File: src/rtl/axi_data_bridge.sv
// Data-side bridge from an SRAM-like req/addr_ok/data_ok interface to AXI.
// Each accepted request becomes one single-beat AXI transaction; only one is in flight at a time.
module axi_data_bridge #(
   parameter logic [3:0]  AXI_ID = 4'd1,
   parameter int unsigned ADDR_W = 32
) (
   input  logic              clk,
   input  logic              reset,
   // Memory-stage request side
   input  logic              req,
   input  logic              wr,
   input  logic [1:0]        size,
   input  logic [ADDR_W-1:0] addr,
   input  logic [31:0]       wdata,
   output logic              addr_ok,
   output logic              data_ok,
   output logic [31:0]       rdata,
   // AXI read address channel
   output logic [3:0]        arid,
   output logic [ADDR_W-1:0] araddr,
   output logic [7:0]        arlen,
   output logic [2:0]        arsize,
   output logic [1:0]        arburst,
   output logic              arvalid,
   input  logic              arready,
   // AXI read data channel
   input  logic [31:0]       rdata_axi,
   input  logic              rvalid,
   output logic              rready,
   // AXI write address channel
   output logic [3:0]        awid,
   output logic [ADDR_W-1:0] awaddr,
   output logic [7:0]        awlen,
   output logic [2:0]        awsize,
   output logic [1:0]        awburst,
   output logic              awvalid,
   input  logic              awready,
   // AXI write data channel
   output logic [31:0]       wdata_axi,
   output logic [3:0]        wstrb,
   output logic              wlast,
   output logic              wvalid,
   input  logic              wready,
   // AXI write response channel
   input  logic              bvalid,
   output logic              bready
);

   typedef enum logic [2:0] {
      IDLE,
      RD_AR,
      RD_R,
      WR_AW_W,
      WR_B,
      DONE
   } state_e;

   state_e            state_q,   state_d;
   logic [ADDR_W-1:0] addr_q,    addr_d;
   logic [31:0]       wdata_q,   wdata_d;
   logic [1:0]        size_q,    size_d;
   logic              wr_q,      wr_d;
   logic              arvalid_q, arvalid_d;
   logic              awvalid_q, awvalid_d;
   logic              wvalid_q,  wvalid_d;
   logic              rready_q,  rready_d;
   logic              bready_q,  bready_d;
   logic              data_ok_q, data_ok_d;
   logic [31:0]       rdata_q,   rdata_d;

   logic [2:0]        axi_size;
   logic [3:0]        strb;

   // Gated by reset so nothing is accepted while the bridge is held in reset.
   assign addr_ok = reset & req & (state_q == IDLE);

   // NOTE: every variable gets a default before the case so no path leaves it unassigned (no latches).
   always_comb begin
      state_d   = state_q;
      addr_d    = addr_q;
      wdata_d   = wdata_q;
      size_d    = size_q;
      wr_d      = wr_q;
      arvalid_d = arvalid_q;
      awvalid_d = awvalid_q;
      wvalid_d  = wvalid_q;
      rready_d  = rready_q;
      bready_d  = bready_q;
      data_ok_d = data_ok_q;
      rdata_d   = rdata_q;

      case (state_q)
         IDLE: begin
            if (addr_ok) begin
               addr_d    = addr;
               wdata_d   = wdata;
               size_d    = size;
               wr_d      = wr;
               arvalid_d = ~wr;
               awvalid_d = wr;
               wvalid_d  = wr;
               state_d   = wr ? WR_AW_W : RD_AR;
            end
         end
         RD_AR: begin
            if (arready) begin
               arvalid_d = 1'b0;
               rready_d  = 1'b1;
               state_d   = RD_R;
            end
         end
         RD_R: begin
            if (rvalid) begin
               rdata_d   = rdata_axi;
               rready_d  = 1'b0;
               data_ok_d = 1'b1;
               state_d   = DONE;
            end
         end
         WR_AW_W: begin
            // AW and W retire independently; a channel already done keeps its valid low.
            if (awready) awvalid_d = 1'b0;
            if (wready)  wvalid_d  = 1'b0;
            if (!awvalid_d && !wvalid_d) begin
               bready_d = 1'b1;
               state_d  = WR_B;
            end
         end
         WR_B: begin
            if (bvalid) begin
               bready_d  = 1'b0;
               data_ok_d = 1'b1;
               state_d   = DONE;
            end
         end
         DONE: begin
            data_ok_d = 1'b0;
            state_d   = IDLE;
         end
         default: state_d = IDLE;
      endcase
   end

   // NOTE: sequential state uses non-blocking assignments so all flops update together at the edge.
   always_ff @(posedge clk or negedge reset) begin
      if (!reset) begin
         state_q   <= IDLE;
         addr_q    <= '0;
         wdata_q   <= '0;
         size_q    <= '0;
         wr_q      <= 1'b0;
         arvalid_q <= 1'b0;
         awvalid_q <= 1'b0;
         wvalid_q  <= 1'b0;
         rready_q  <= 1'b0;
         bready_q  <= 1'b0;
         data_ok_q <= 1'b0;
         rdata_q   <= '0;
      end else begin
         state_q   <= state_d;
         addr_q    <= addr_d;
         wdata_q   <= wdata_d;
         size_q    <= size_d;
         wr_q      <= wr_d;
         arvalid_q <= arvalid_d;
         awvalid_q <= awvalid_d;
         wvalid_q  <= wvalid_d;
         rready_q  <= rready_d;
         bready_q  <= bready_d;
         data_ok_q <= data_ok_d;
         rdata_q   <= rdata_d;
      end
   end

   // Size code 3 is treated as a word access.
   assign axi_size = (size_q == 2'd3) ? 3'd2 : {1'b0, size_q};

   always_comb begin
      case (size_q)
         2'd0:    strb = 4'b0001 << addr_q[1:0];
         2'd1:    strb = addr_q[1] ? 4'b1100 : 4'b0011;
         default: strb = 4'b1111;
      endcase
   end

   assign data_ok   = data_ok_q;
   assign rdata     = rdata_q;

   assign arid      = AXI_ID;
   assign araddr    = addr_q;
   assign arlen     = 8'd0;
   assign arsize    = axi_size;
   assign arburst   = 2'b01;
   assign arvalid   = arvalid_q;
   assign rready    = rready_q;

   assign awid      = AXI_ID;
   assign awaddr    = addr_q;
   assign awlen     = 8'd0;
   assign awsize    = axi_size;
   assign awburst   = 2'b01;
   assign awvalid   = awvalid_q;

   assign wdata_axi = wdata_q;
   assign wstrb     = strb & {4{wr_q}};
   assign wlast     = 1'b1;
   assign wvalid    = wvalid_q;
   assign bready    = bready_q;

endmodule

File: config.mk
export PLATFORM = sky130hd
export DESIGN_NAME = axi_data_bridge
export DESIGN_NICKNAME = d
export VERILOG_FILES = /design/src/rtl/axi_data_bridge.sv
export SDC_FILE = /design/constraint.sdc
export NUM_CORES = 1
export LEC_CHECK = 0
export BUFFER_PORTS_ARGS = -buffer_cell sky130_fd_sc_hd__buf_2
export CAP_MARGIN = 20
export CORE_MARGIN = 4
export CORE_UTILIZATION = 47
export CTS_CLUSTER_DIAMETER = 80
export DETAILED_ROUTE_END_ITERATION = 6
export GPL_TIMING_DRIVEN = 0
export PLACE_DENSITY = 0.85
export SLEW_MARGIN = 10
export SYNTH_ARGS = -nofsm -noshare
export SYNTH_HDL_FRONTEND = slang
export SYNTH_SLANG_ARGS = --single-unit
File: constraint.sdc
create_clock -name clk -period 3.5 [get_ports clk]
set_input_delay 0.35 -clock clk [delete_from_list [all_inputs] [get_ports clk]]
set_output_delay 0.35 -clock clk [all_outputs]
set_load 0.01 [all_outputs]
After elaboration in Yosys (flattened, before gate mapping)

Cells that the tools add are included.
W data, S select, Z words.

Register bits: 108
Input port bits: 107
Output and inout bits: 174
Word-level logic and storage cells: 76

Eq/ne operators: 12
Shift-type cells: 1
Muxes and demuxes: 29
Bitwise gates (word level): 4
Reduce and logical (&&, ||, !) cells: 18

Operators with widths:

| kind                  | count |
|---|---|
| $mux W3               | 5 |
| $pmux W3 S5           | 1 |
| $mux W1               | 13 |
| $reduce_and A3 Y1     | 4 |
| $ne A2 B2 Y1 const B  | 5 |
| $pmux W1 S2           | 5 |
| $pmux W4 S2           | 1 |
| $reduce_bool A2 Y1    | 4 |
| $eq A3 B2 Y1 const B  | 2 |
| $eq A3 B3 Y1 const B  | 2 |
| $reduce_and A2 Y1     | 3 |
| $reduce_and A5 Y1     | 1 |
| $and A4 B4 Y4         | 1 |
| $mux W2               | 2 |
| $mux W4               | 1 |
| $shl A1 B2 Y4 const A | 1 |
| $eq A3 B1 Y1 const B  | 1 |
| $logic_not A3 Y1      | 1 |
| $pmux W1 S3           | 1 |
| $reduce_bool A3 Y1    | 1 |
| $and A1 B1 Y1         | 2 |
| $eq A2 B1 Y1 const B  | 1 |
| $eq A2 B2 Y1 const B  | 1 |
| $logic_not A1 Y1      | 2 |
| 3 further kinds       | 3 |

Depth between registers and ports, before layout

Gate-level depths: netlist of the first run.

Depth in word-level cells: 6
Mapped depth: 7
Depth with buffers taken out: 4

Worst setup path after synthesis of the first run

Ideal clock, no wire load.

Path type: register to register
From: register state_q[0]
To: register addr_q[28] (netlist: araddr[28])
Library setup time: 127 ps
Arrival: 1,657 ps
Required time: 3,373 ps
Path slack: 1,715 ps
Cell stages (with the launch flop): 7
Buffers on the path: 3
Period minus slack after synthesis: 1,785 ps
Cell sequence: dfrtp_1 or4_1 buf_2 clkinv_2 buf_12 buf_8 mux2_1

Longest elaborated chain between the ends: 3

Ends and longest elaborated chain:

| element                     | RTL line | source |
|---|---|---|
| start, declared             | 58       | `state_e state_q, state_d;` |
| start signal, assigned      | 160      | `state_q <= state_d;` |
| $logic_not A3 Y1            | 75       | `assign addr_ok = reset & req & (state_q == IDLE);` |
| $and A1 B1 Y1               | 75       |  |
| named net addr_ok           | 15       | `output logic addr_ok,` |
| $reduce_and A2 Y1 (no line) | n/a      |  |
| end signal, assigned        | 161      | `addr_q <= addr_d;` |
| end, declared               | 59       | `logic [ADDR_W-1:0] addr_q, addr_d;` |

The timed path passes the listed nets, and every way through them passes these cells.
A chain may end at the register's enable or synchronous reset.

Worst setup path in the final report of the first run

From: input port reset
To: output port addr_ok

Longest elaborated chain between the ends: 2

Ends and longest elaborated chain:

| element                     | RTL line | source |
|---|---|---|
| start, declared             | 8        | `input logic reset,` |
| $and A1 B1 Y1 (2 in series) | 75       |  |
| end, declared               | 15       |  |

Every way passes these cells.

==> results of run 1 <==
-- layer usage --
layer | track usage (%) | vias to the layer above | share of wire, %
met5 | 0 | - | 0
met4 | 9.56 | 0 | 2.5
met3 | 6.81 | 26 | 10
met2 | 37.2 | 183 | 53
met1 | 21.1 | 1685 | 34
li1 | - | 1669 | -
-- power by group through the flow --
stage,Combinational (W),Clock (W),Sequential [W]
after detailed placement,0.00273,0,0.00228
after CTS,0.00273,0.000727,0.00227
after global placement,0.00264,0,0.00223
after global routing,0.00292,0.000787,0.00236
after floorplan,0.00128,0,0.00253
final,0.00269,0.000698,0.00226
-- cells by family (layout without fill, tap and decap cells) --
logic type / Yosys count / in the layout / synth area share [%]
simple gates: 28 / 28 / 3.32
other cells: 2 / 31 / 0.157
mux: 99 / 99 / 23.3
flops: 108 / 108 / 56.5
buf+inv: 85 / 352 / 13.2
compound gates: 23 / 23 / 3.48
-- stage by stage --
| stage | setup slack (ns) | utilization (%) | TNS (ns) | std cells | power [W] |
|---|---|---|---|---|---|
| after floorplan | 1.72 | - | 0 | 374 | 0.00381 |
| after global placement | -0.467 | 64.2 | -24.11 | 756 | 0.00487 |
| after detailed placement | 0.737 | 64.5 | 0 | 757 | 0.00501 |
| after CTS | 0.181 | 66.5 | 0 | 774 | 0.00573 |
| after global routing | 0.0308 | 66.5 | 0 | 774 | 0.00607 |
| final | 0.245 | 66.5 | 0 | 774 | 0.00565 |
-- flip-flops by register name, indices dropped and copies added, names as in the netlist, 2 cells and up --
signal / flops
araddr: 32
rdata: 32
wdata_axi: 32
state_q: 3
size_q: 2
-- placed cells by master (no fill, tap or decap), types with 5 or more instances in the layout --
cell type	n
buf_2	252
mux2_1	29
dfrtp_1	108
nor2_1	7
o21a_1	5
clkbuf_1	6
conb_1	31
mux2_2	69
clkbuf_8	11
nand2_1	5
buf_4	68
-- cell type report --
cell class / count / area share (%)
Buffer: 80 / 9.36
Clock buffer: 13 / 2.44
Clock inverter: 3 / 0.326
Inverter: 5 / 0.307
Multi-Input combinational cell: 181 / 23.8
Sequential cell: 108 / 41.4
Tap cell: 133 / 2.55
Timing Repair Buffer: 251 / 19.8
-- path summary, 6_finish.rpt --
check                        startpoint      endpoint  cells after the start
setup / recovery                  reset       addr_ok                     10
hold / removal                       wr       arvalid                      2
setup reg to reg             state_q[0]  wdata_axi[4]                      6
hold reg to reg            wdata_axi[0]  wdata_axi[0]                      1
max in group asynchronous         reset    araddr[23]                      3
min in group asynchronous         reset     rdata[29]                      2
-- repair_timing --
item	CTS	global route
hold buffers	1	0
buffers inserted	0	0
hold endpoints to repair	42	0
==> key figures, run 1 <==
Clock tree
  • Post-CTS resize count: 0
  • Clock latency on the worst-skew pair: 0.36 ns
  • CTS Buf Count: 9
  • CTS root buf: clkbuf_8
  • TritonCTS clock tree: built
  • Clk buf depth: 2
  • # H-tree levels: 3
  • CTS clock-pin slew for the worst setup and hold paths: 0.10 ns
  • Clock sink total: 108

Synth
  • Area share of the largest cell type after synthesis: 56.5%
  • Syn Inst Count: 345
  • Yosys top cell by area: dfrtp_1
  • Top_reg_cell synth: dfrtp_1
  • Most frequent cells after synthesis: 108 x dfrtp_1, 69 x mux2_2, 68 x buf_4
  • Dominant cell by count in the synthesized netlist: dfrtp_1
  • Syn Std Cell Area: 4780 µm²
  • Number of synthesized register bits: 108
  • Top post-synthesis cells by area: dfrtp_1 57%, mux2_2 16%, buf_4 11%
  • Yosys Warn Count: 0
  • Synthesized area per cell: 13.9 µm²
  • Post-synth cell types: 36
  • Post-synth ARST share: 100%
  • Seq/Total Area, Yosys: 56.5%
  • Post-synth EDFFs: 0

Final layout
  • Diodes inserted: 0
  • Final instance area: 6530 µm²
  • Area grow syn2layout: 36.5%
  • Sequential Area: 2700 µm²
  • Filler cells: 751
  • Share of cells above drive strength 1: 64.1%
  • Multi-input logic area: 1560 µm²
  • Nets: 743

Floorplan
  • # IOs: 281
  • FP Rows: 36
  • Width of the die: 109 µm
  • Area of the die: 11800 µm²
  • Total core area: 9820 µm²
  • Initial cell density of the core: 48.7%
  • Die height: 109 µm

Detailed routing
  • DRC violations left: 0
  • WL final: 11900 µm
  • DR pass1 iterations: 4
  • 1st-iter DRT viols: 68
  • Antenna-violating nets left: 0
  • Vias per std cell: 4.60
  • Wire length per cell: 15.4 µm
  • DR vias: 3563

Critical path
  • WP buf/inv: 8
  • CP Launch Type: primary input
  • Critical path class: in2out
  • CP max stage delay: 0.55 ns
  • Critical Path AT: 2.90 ns
  • Most used cell along the critical path: buf_2
  • CP max FO: 68
  • Critical Path RT: 3.15 ns
  • Delay-heaviest family, CP: buffers and inverters
  • Setup crit end kind: output pin
  • CP cell instances: dlygate4sd3_1 > buf_6 > buf_16 > nand2_1 > or4_1 > buf_2 > clkinv_2 > buf_12 > buf_8 > buf_2
  • Max stage delay cell, worst path: dlygate4sd3_1
  • R2R setup slack: 1.54 ns

Global route
  • First-pass GRT wire length: 18600 µm
  • Largest net degree at the start of global routing: 69
  • Gr usage total: 20.4%
  • Initial antenna violation count: 0
  • Total grt overflow: 0
  • Number of global-route vias before repair: 3834

Timing
  • Worst slew pin tran: 0.611 ns
  • Final Hold Vio Count: 0
  • Unrepaired setup endpoints after global routing: no
  • Slew headroom: 58.9%
  • Final setup fails: 0
  • Max Fclk: 307 MHz
  • Final hold slack: 0.183 ns
  • Period utilization: 93.0%
  • Pins Over Slew Limit: 0
  • Worst Skew: 0.00752 ns
  • Fin crit period: 3.25 ns

Power
  • P_sw: 0.00205 W
  • PwrDens: 866 nW/µm²
  • Pleak: 3.42 nW
  • Sw Share: 36.2%
  • Logic gate share of total power: 47.6%
  • Sequential share of power: 40.0%
  • Clock share of power: 12.3%
  • Peak supply drop: 466 µV
  • Internal Pwr Total: 0.00360 W

Placement
  • Placed Area: 6330 µm²
  • Dpl hpwl: 9700 µm
  • PortBufs: 249
  • RePlAce Congestion: 0.822

Outcome
  • Run status: completed

Worst hold path
  • Hold Path Class: in2reg

Job
  • Max-cap violations: 0
No activity file was read; power rests on OpenSTA's default activity.
==> inputs of run 2 (changes only) <==
--- a/config.mk
+++ b/config.mk
@@ -7,12 +7,13 @@
 export LEC_CHECK = 0
 export BUFFER_PORTS_ARGS = -buffer_cell sky130_fd_sc_hd__buf_2
 export CAP_MARGIN = 20
+export CORE_ASPECT_RATIO = 1.75
 export CORE_MARGIN = 4
-export CORE_UTILIZATION = 47
+export CORE_UTILIZATION = 45
 export CTS_CLUSTER_DIAMETER = 80
 export DETAILED_ROUTE_END_ITERATION = 6
 export GPL_TIMING_DRIVEN = 0
-export PLACE_DENSITY = 0.85
+export PLACE_DENSITY = 0.82
 export SLEW_MARGIN = 10
 export SYNTH_ARGS = -nofsm -noshare
 export SYNTH_HDL_FRONTEND = slang
==> run 2 against run 1 <==
Effect of this change: critical path depth did not move; first-iteration DRC count is 43% higher; power is 5.9% higher; via count up 1.3%; highest routed layer unchanged; setup slack better by 0.082 ns.
==> key figures, run 2 (synthesis results as in run 1) <==
Outcome
  • Run status: completed

Critical path
  • Critical Path RT: 3.15 ns
  • Max stage delay cell, worst path: dlygate4sd3_1
  • Most used cell along the critical path: buf_2
  • Critical path class: in2out
  • CP max FO: 89
  • CP max stage delay: 0.55 ns
  • R2R setup slack: 1.57 ns
  • Critical Path AT: 2.82 ns
  • CP cell instances: dlygate4sd3_1 > buf_6 > buf_16 > nand2_1 > or4_1 > buf_2 > clkinv_2 > buf_12 > buf_8 > buf_2
  • CP Launch Type: primary input
  • Setup crit end kind: output pin

Detailed routing
  • Vias per std cell: 4.70
  • WL final: 12100 µm
  • Antenna-violating nets left: 0
  • Wire length per cell: 15.8 µm
  • DRC violations left: 0
  • 1st-iter DRT viols: 97
  • DR vias: 3610
  • DR pass1 iterations: 4

Power
  • Pleak: 3.48 nW
  • P_sw: 0.00209 W
  • PwrDens: 900 nW/µm²
  • Clock share of power: 17.2%
  • Sequential share of power: 37.9%
  • Peak supply drop: 526 µV
  • Sw Share: 35.0%
  • Logic gate share of total power: 44.9%
  • Internal Pwr Total: 0.00389 W

Clock tree
  • Post-CTS resize count: 0
  • CTS clock-pin slew for the worst setup and hold paths: 0.07 ns
  • Clock latency on the worst-skew pair: 0.34 ns
  • CTS root buf: clkbuf_16
  • TritonCTS clock tree: built
  • # H-tree levels: 3
  • Clk buf depth: 2
  • CTS Buf Count: 9
  • Post-CTS setup buffer count: 0
  • Clock sink total: 108
  • CTS Hold Bufs: 1

Global route
  • First-pass GRT wire length: 18800 µm
  • Gr usage total: 19.2%
  • Number of global-route vias before repair: 3888
  • Initial antenna violation count: 0
  • Total grt overflow: 0
  • Largest net degree at the start of global routing: 90

Timing
  • Post-route setup TNS: 0 ns
  • Final setup fails: 0
  • Period utilization: 90.7%
  • Worst slew pin tran: 0.536 ns
  • Final hold slack: 0.225 ns
  • Final Hold Vio Count: 0
  • Pins Over Slew Limit: 0
  • Fin crit period: 3.17 ns
  • Slew headroom: 63.9%
  • Unrepaired setup endpoints after global routing: no
  • Worst Skew: 0.0138 ns
  • Max Fclk: 315 MHz

Floorplan
  • FP Rows: 49
  • Width of the die: 85.9 µm
  • Initial cell density of the core: 46.1%
  • # IOs: 281
  • Area of the die: 12400 µm²
  • Die height: 144 µm
  • Total core area: 10400 µm²

Placement
  • PortBufs: 249
  • Placed Area: 6330 µm²
  • Dpl hpwl: 10000 µm
  • RePlAce Congestion: 0.819

Final layout
  • Most common cell after layout, fill and taps aside: buf_2
  • Final instance area: 6650 µm²
  • Share of cells above drive strength 1: 64.4%
  • Nets: 743
  • Area grow syn2layout: 39.1%
  • Most frequent cells in the layout: 252 x buf_2, 108 x dfrtp_1, 69 x mux2_2
  • Diodes inserted: 0

Worst hold path
  • Hold Path Class: in2reg

Job
  • Max-cap violations: 0
## run 2: cell types whose count changed in the layout (fill, tap and decap cells not counted), moves of 2 or more
cell and change:
clkbuf_16 +9, clkbuf_8 -10, inv_6 +2, clkbuf_1 -2
## run 2: worst paths after layout
path	to	from	depth (start not counted)
max reg2reg	araddr[18]	state_q[0]	6
max	addr_ok	reset	10
min reg2reg	wdata_axi[1]	wdata_axi[1]	1
min in group asynchronous	wdata_axi[8]	reset	2
min	araddr[27]	addr[27]	2
max in group asynchronous	wdata_axi[5]	reset	3
## run 2: cell type report
| type | count | area, µm² |
|---|---|---|
| plain buffers | 80 | 611 |
| clock buffers | 10 | 239 |
| flip-flops and latches | 108 | 2700 |
| clock inverters | 6 | 70.1 |
| well taps | 127 | 159 |
| multi-input cells | 181 | 1560 |
| repair buffers | 251 | 1290 |
| inverters | 5 | 20.0 |
| fillers | 810 | 3710 |
## run 2: power by group through the flow
stage	Combinational, W	Sequential (W)	Clock [W]
detailed placement	0.00272	0.00230	0
floorplan	0.00128	0.00253	0
global placement	0.00263	0.00225	0
CTS	0.00273	0.00228	0.00106
global route	0.00291	0.00236	0.00111
finish	0.00269	0.00227	0.00103
## run 2: stage by stage
| stage | total power [W] | setup slack [ns] | util (%) | instances |
|---|---|---|---|---|
| 2_1_floorplan | 0.00381 | 1.72 | - | 374 |
| 3_3_place_gp | 0.00488 | -0.419 | 60.7 | 750 |
| 3_5_place_dp | 0.00502 | 0.846 | 61.1 | 751 |
| 4_1_cts | 0.00606 | 0.264 | 64.1 | 768 |
| 5_1_grt | 0.00638 | 0.125 | 64.1 | 768 |
| 6_report | 0.00598 | 0.327 | 64.1 | 768 |
## run 2: critical path, delay by kind of cell
family | cells | cell delay (ns)
buffers and inverters | 8 | 1.88
AND/OR/NAND/NOR | 2 | 0.56
## run 2: metal layers
| layer | routed length [µm] | part of all wire (%) | vias up | GRT usage, % |
|---|---|---|---|---|
| met5 | 0 | 0 | - | 0 |
| met4 | 279 | 2.3 | 0 | 7.67 |
| met3 | 1190 | 9.8 | 29 | 5.93 |
| met2 | 6710 | 55 | 200 | 35.9 |
| met1 | 3950 | 33 | 1704 | 19.5 |
| li1 | - | - | 1677 | - |
==> inputs of run 3 (changes only) <==
--- a/config.mk
+++ b/config.mk
@@ -9,11 +9,11 @@
 export CAP_MARGIN = 20
 export CORE_ASPECT_RATIO = 1.75
 export CORE_MARGIN = 4
-export CORE_UTILIZATION = 45
+export CORE_UTILIZATION = 37
 export CTS_CLUSTER_DIAMETER = 80
 export DETAILED_ROUTE_END_ITERATION = 6
 export GPL_TIMING_DRIVEN = 0
-export PLACE_DENSITY = 0.82
+export PLACE_DENSITY = 0.7
 export SLEW_MARGIN = 10
 export SYNTH_ARGS = -nofsm -noshare
 export SYNTH_HDL_FRONTEND = slang
==> constraint.sdc (replaced) <==
create_clock -name clk -period 3.7 [get_ports clk]
set_input_delay 0.37 -clock clk [delete_from_list [all_inputs] [get_ports clk]]
set_output_delay 0.37 -clock clk [all_outputs]
set_load 0.01 [all_outputs]
==> run 3 against run 2 <==
Effect of this change: combinational power shrank 6%; design area grew 0.98%; sequential cell count is the same; wire length grew 4.6%; cell count grew 5.3%; core utilization shrank 11 points; largest cell class unchanged; sequential share of layout area shrank 0.39 points; clock-buffer cell count is the same; clock power is essentially flat; via count grew 0.55%.
==> key figures, run 3 (synthesis results as in run 1) <==
Power
  • PwrDens: 854 nW/µm²
  • Logic gate share of total power: 44.3%
  • Internal Pwr Total: 0.00373 W
  • Pleak: 3.48 nW
  • Clock share of power: 18.1%
  • Total power: 0.00573 W
  • Sw Share: 35.0%
  • Sequential share of power: 37.6%
  • Peak supply drop: 371 µV
  • P_sw: 0.00201 W

Placement
  • DP Worst Slack: 0.963 ns
  • Post-Place Cells: 792
  • RePlAce Congestion: 0.810
  • Dpl hpwl: 10300 µm
  • PortBufs: 249

Detailed routing
  • WL final: 12700 µm
  • DR vias: 3630
  • DR pass1 iterations: 4
  • Wire length per cell: 15.7 µm
  • Vias per std cell: 4.49
  • DRC violations left: 0
  • Antenna-violating nets left: 0
  • 1st-iter DRT viols: 70

Global route
  • First-pass GRT wire length: 19600 µm
  • Largest net degree at the start of global routing: 92
  • Gr usage total: 16.9%
  • Number of global-route vias before repair: 3877
  • Total grt overflow: 0
  • Initial antenna violation count: 0

Floorplan
  • Width of the die: 93.9 µm
  • Total core area: 12600 µm²
  • Die height: 158 µm
  • # IOs: 281
  • FP Rows: 54
  • Initial cell density of the core: 38.0%
  • Area of the die: 14900 µm²

Timing
  • Final setup fails: 0
  • Slew headroom: 62.7%
  • Fin crit period: 3.25 ns
  • Period utilization: 87.9%
  • Worst slew pin tran: 0.555 ns
  • Unrepaired setup endpoints after global routing: no
  • Max Fclk: 307 MHz
  • Final WS setup: 0.447 ns
  • Worst Skew: 0.0120 ns
  • Final Hold Vio Count: 0
  • Pins Over Slew Limit: 0

Final layout
  • Most common cell after layout, fill and taps aside: buf_2
  • Area grow syn2layout: 40.4%
  • Share of cells above drive strength 1: 64.3%
  • Filler cells: 1114
  • Nets: 743
  • Most frequent cells in the layout: 252 x buf_2, 108 x dfrtp_1, 69 x mux2_2
  • Fin cells: 809
  • Diodes inserted: 0

Critical path
  • CP max FO: 91
  • Setup crit end kind: output pin
  • Critical path class: in2out
  • CP Launch Type: primary input
  • Reg2Reg Depth: 6
  • Critical Path AT: 2.88 ns
  • Critical Path RT: 3.33 ns

Clock tree
  • Clock sink total: 108
  • Post-CTS resize count: 0
  • Clk buf depth: 2
  • CTS Hold Bufs: 1
  • Clock latency on the worst-skew pair: 0.35 ns
  • CTS Buf Count: 9
  • CTS clock-pin slew for the worst setup and hold paths: 0.07 ns
  • TritonCTS clock tree: built
  • # H-tree levels: 3
  • CTS root buf: clkbuf_16
  • Post-CTS setup buffer count: 0

Job
  • Max-cap violations: 0

Outcome
  • Run status: completed

Worst hold path
  • WHS Path Cells: 2
  • Hold Path Class: in2reg
==> run 3: power by group through the flow <==
stage	Clock [W]	Sequential (W)	Combinational, W
floorplan	0	0.00239	0.00121
global placement	0	0.00214	0.00252
detailed placement	0	0.00218	0.00259
CTS	0.00108	0.00216	0.00259
global route	0.00112	0.00224	0.00277
finish	0.00104	0.00216	0.00254
==> run 3: per-layer routing <==
| layer | part of all wire (%) | vias up | wire, µm | GRT usage [%] |
|---|---|---|---|---|
| met5 | 0 | - | 0 | 0 |
| met4 | 3.1 | 0 | 389 | 7.58 |
| met3 | 9.8 | 26 | 1240 | 5.06 |
| met2 | 53 | 201 | 6780 | 31.1 |
| met1 | 34 | 1732 | 4280 | 17.2 |
| li1 | - | 1671 | - | - |
==> run 3: worst max-delay path, stage by stage <==
cell and delay (ns):
dlygate4sd3_1 0.55, buf_6 0.23, buf_16 0.37, nand2_1 0.16, or4_1 0.40, buf_2 0.17
clkinv_2 0.10, buf_12 0.15, buf_8 0.15, buf_2 0.14
==> run 3: final timing paths <==
check	end	startpoint	slack [ns]
worst min register to register	wdata_axi[2]	wdata_axi[2]	0.48
worst max register to register	araddr[26]	state_q[0]	1.76
worst min-delay path	arvalid	wr	0.24
worst max-delay path	addr_ok	reset	0.45
max in group asynchronous	rdata[4]	reset	2.54
min in group asynchronous	wdata_axi[8]	reset	0.44
==> run 3: final cells by class <==
| type | count | area, µm² | share of cell area [%] |
|---|---|---|---|
| flip-flops and latches | 108 | 2700 | 40.3 |
| multi-input cells | 181 | 1560 | 23.2 |
| repair buffers | 251 | 1290 | 19.2 |
| plain buffers | 80 | 611 | 9.10 |
| clock buffers | 10 | 229 | 3.41 |
| well taps | 168 | 210 | 3.13 |
| clock inverters | 6 | 93.8 | 1.40 |
| inverters | 5 | 20.0 | 0.298 |
==> run 3: metrics by stage <==
stage	utilization, %	hold WS (ns)	TNS, ns	instance area (µm²)
6_report	53.4	0.235	0	6710
5_1_grt	53.4	0.226	0	6710
4_1_cts	53.4	0.218	0	6710
3_5_place_dp	50.8	0.228	0	6380
3_3_place_gp	50.5	0.464	-17.47	6340
2_1_floorplan	-	0.0744	0	4890
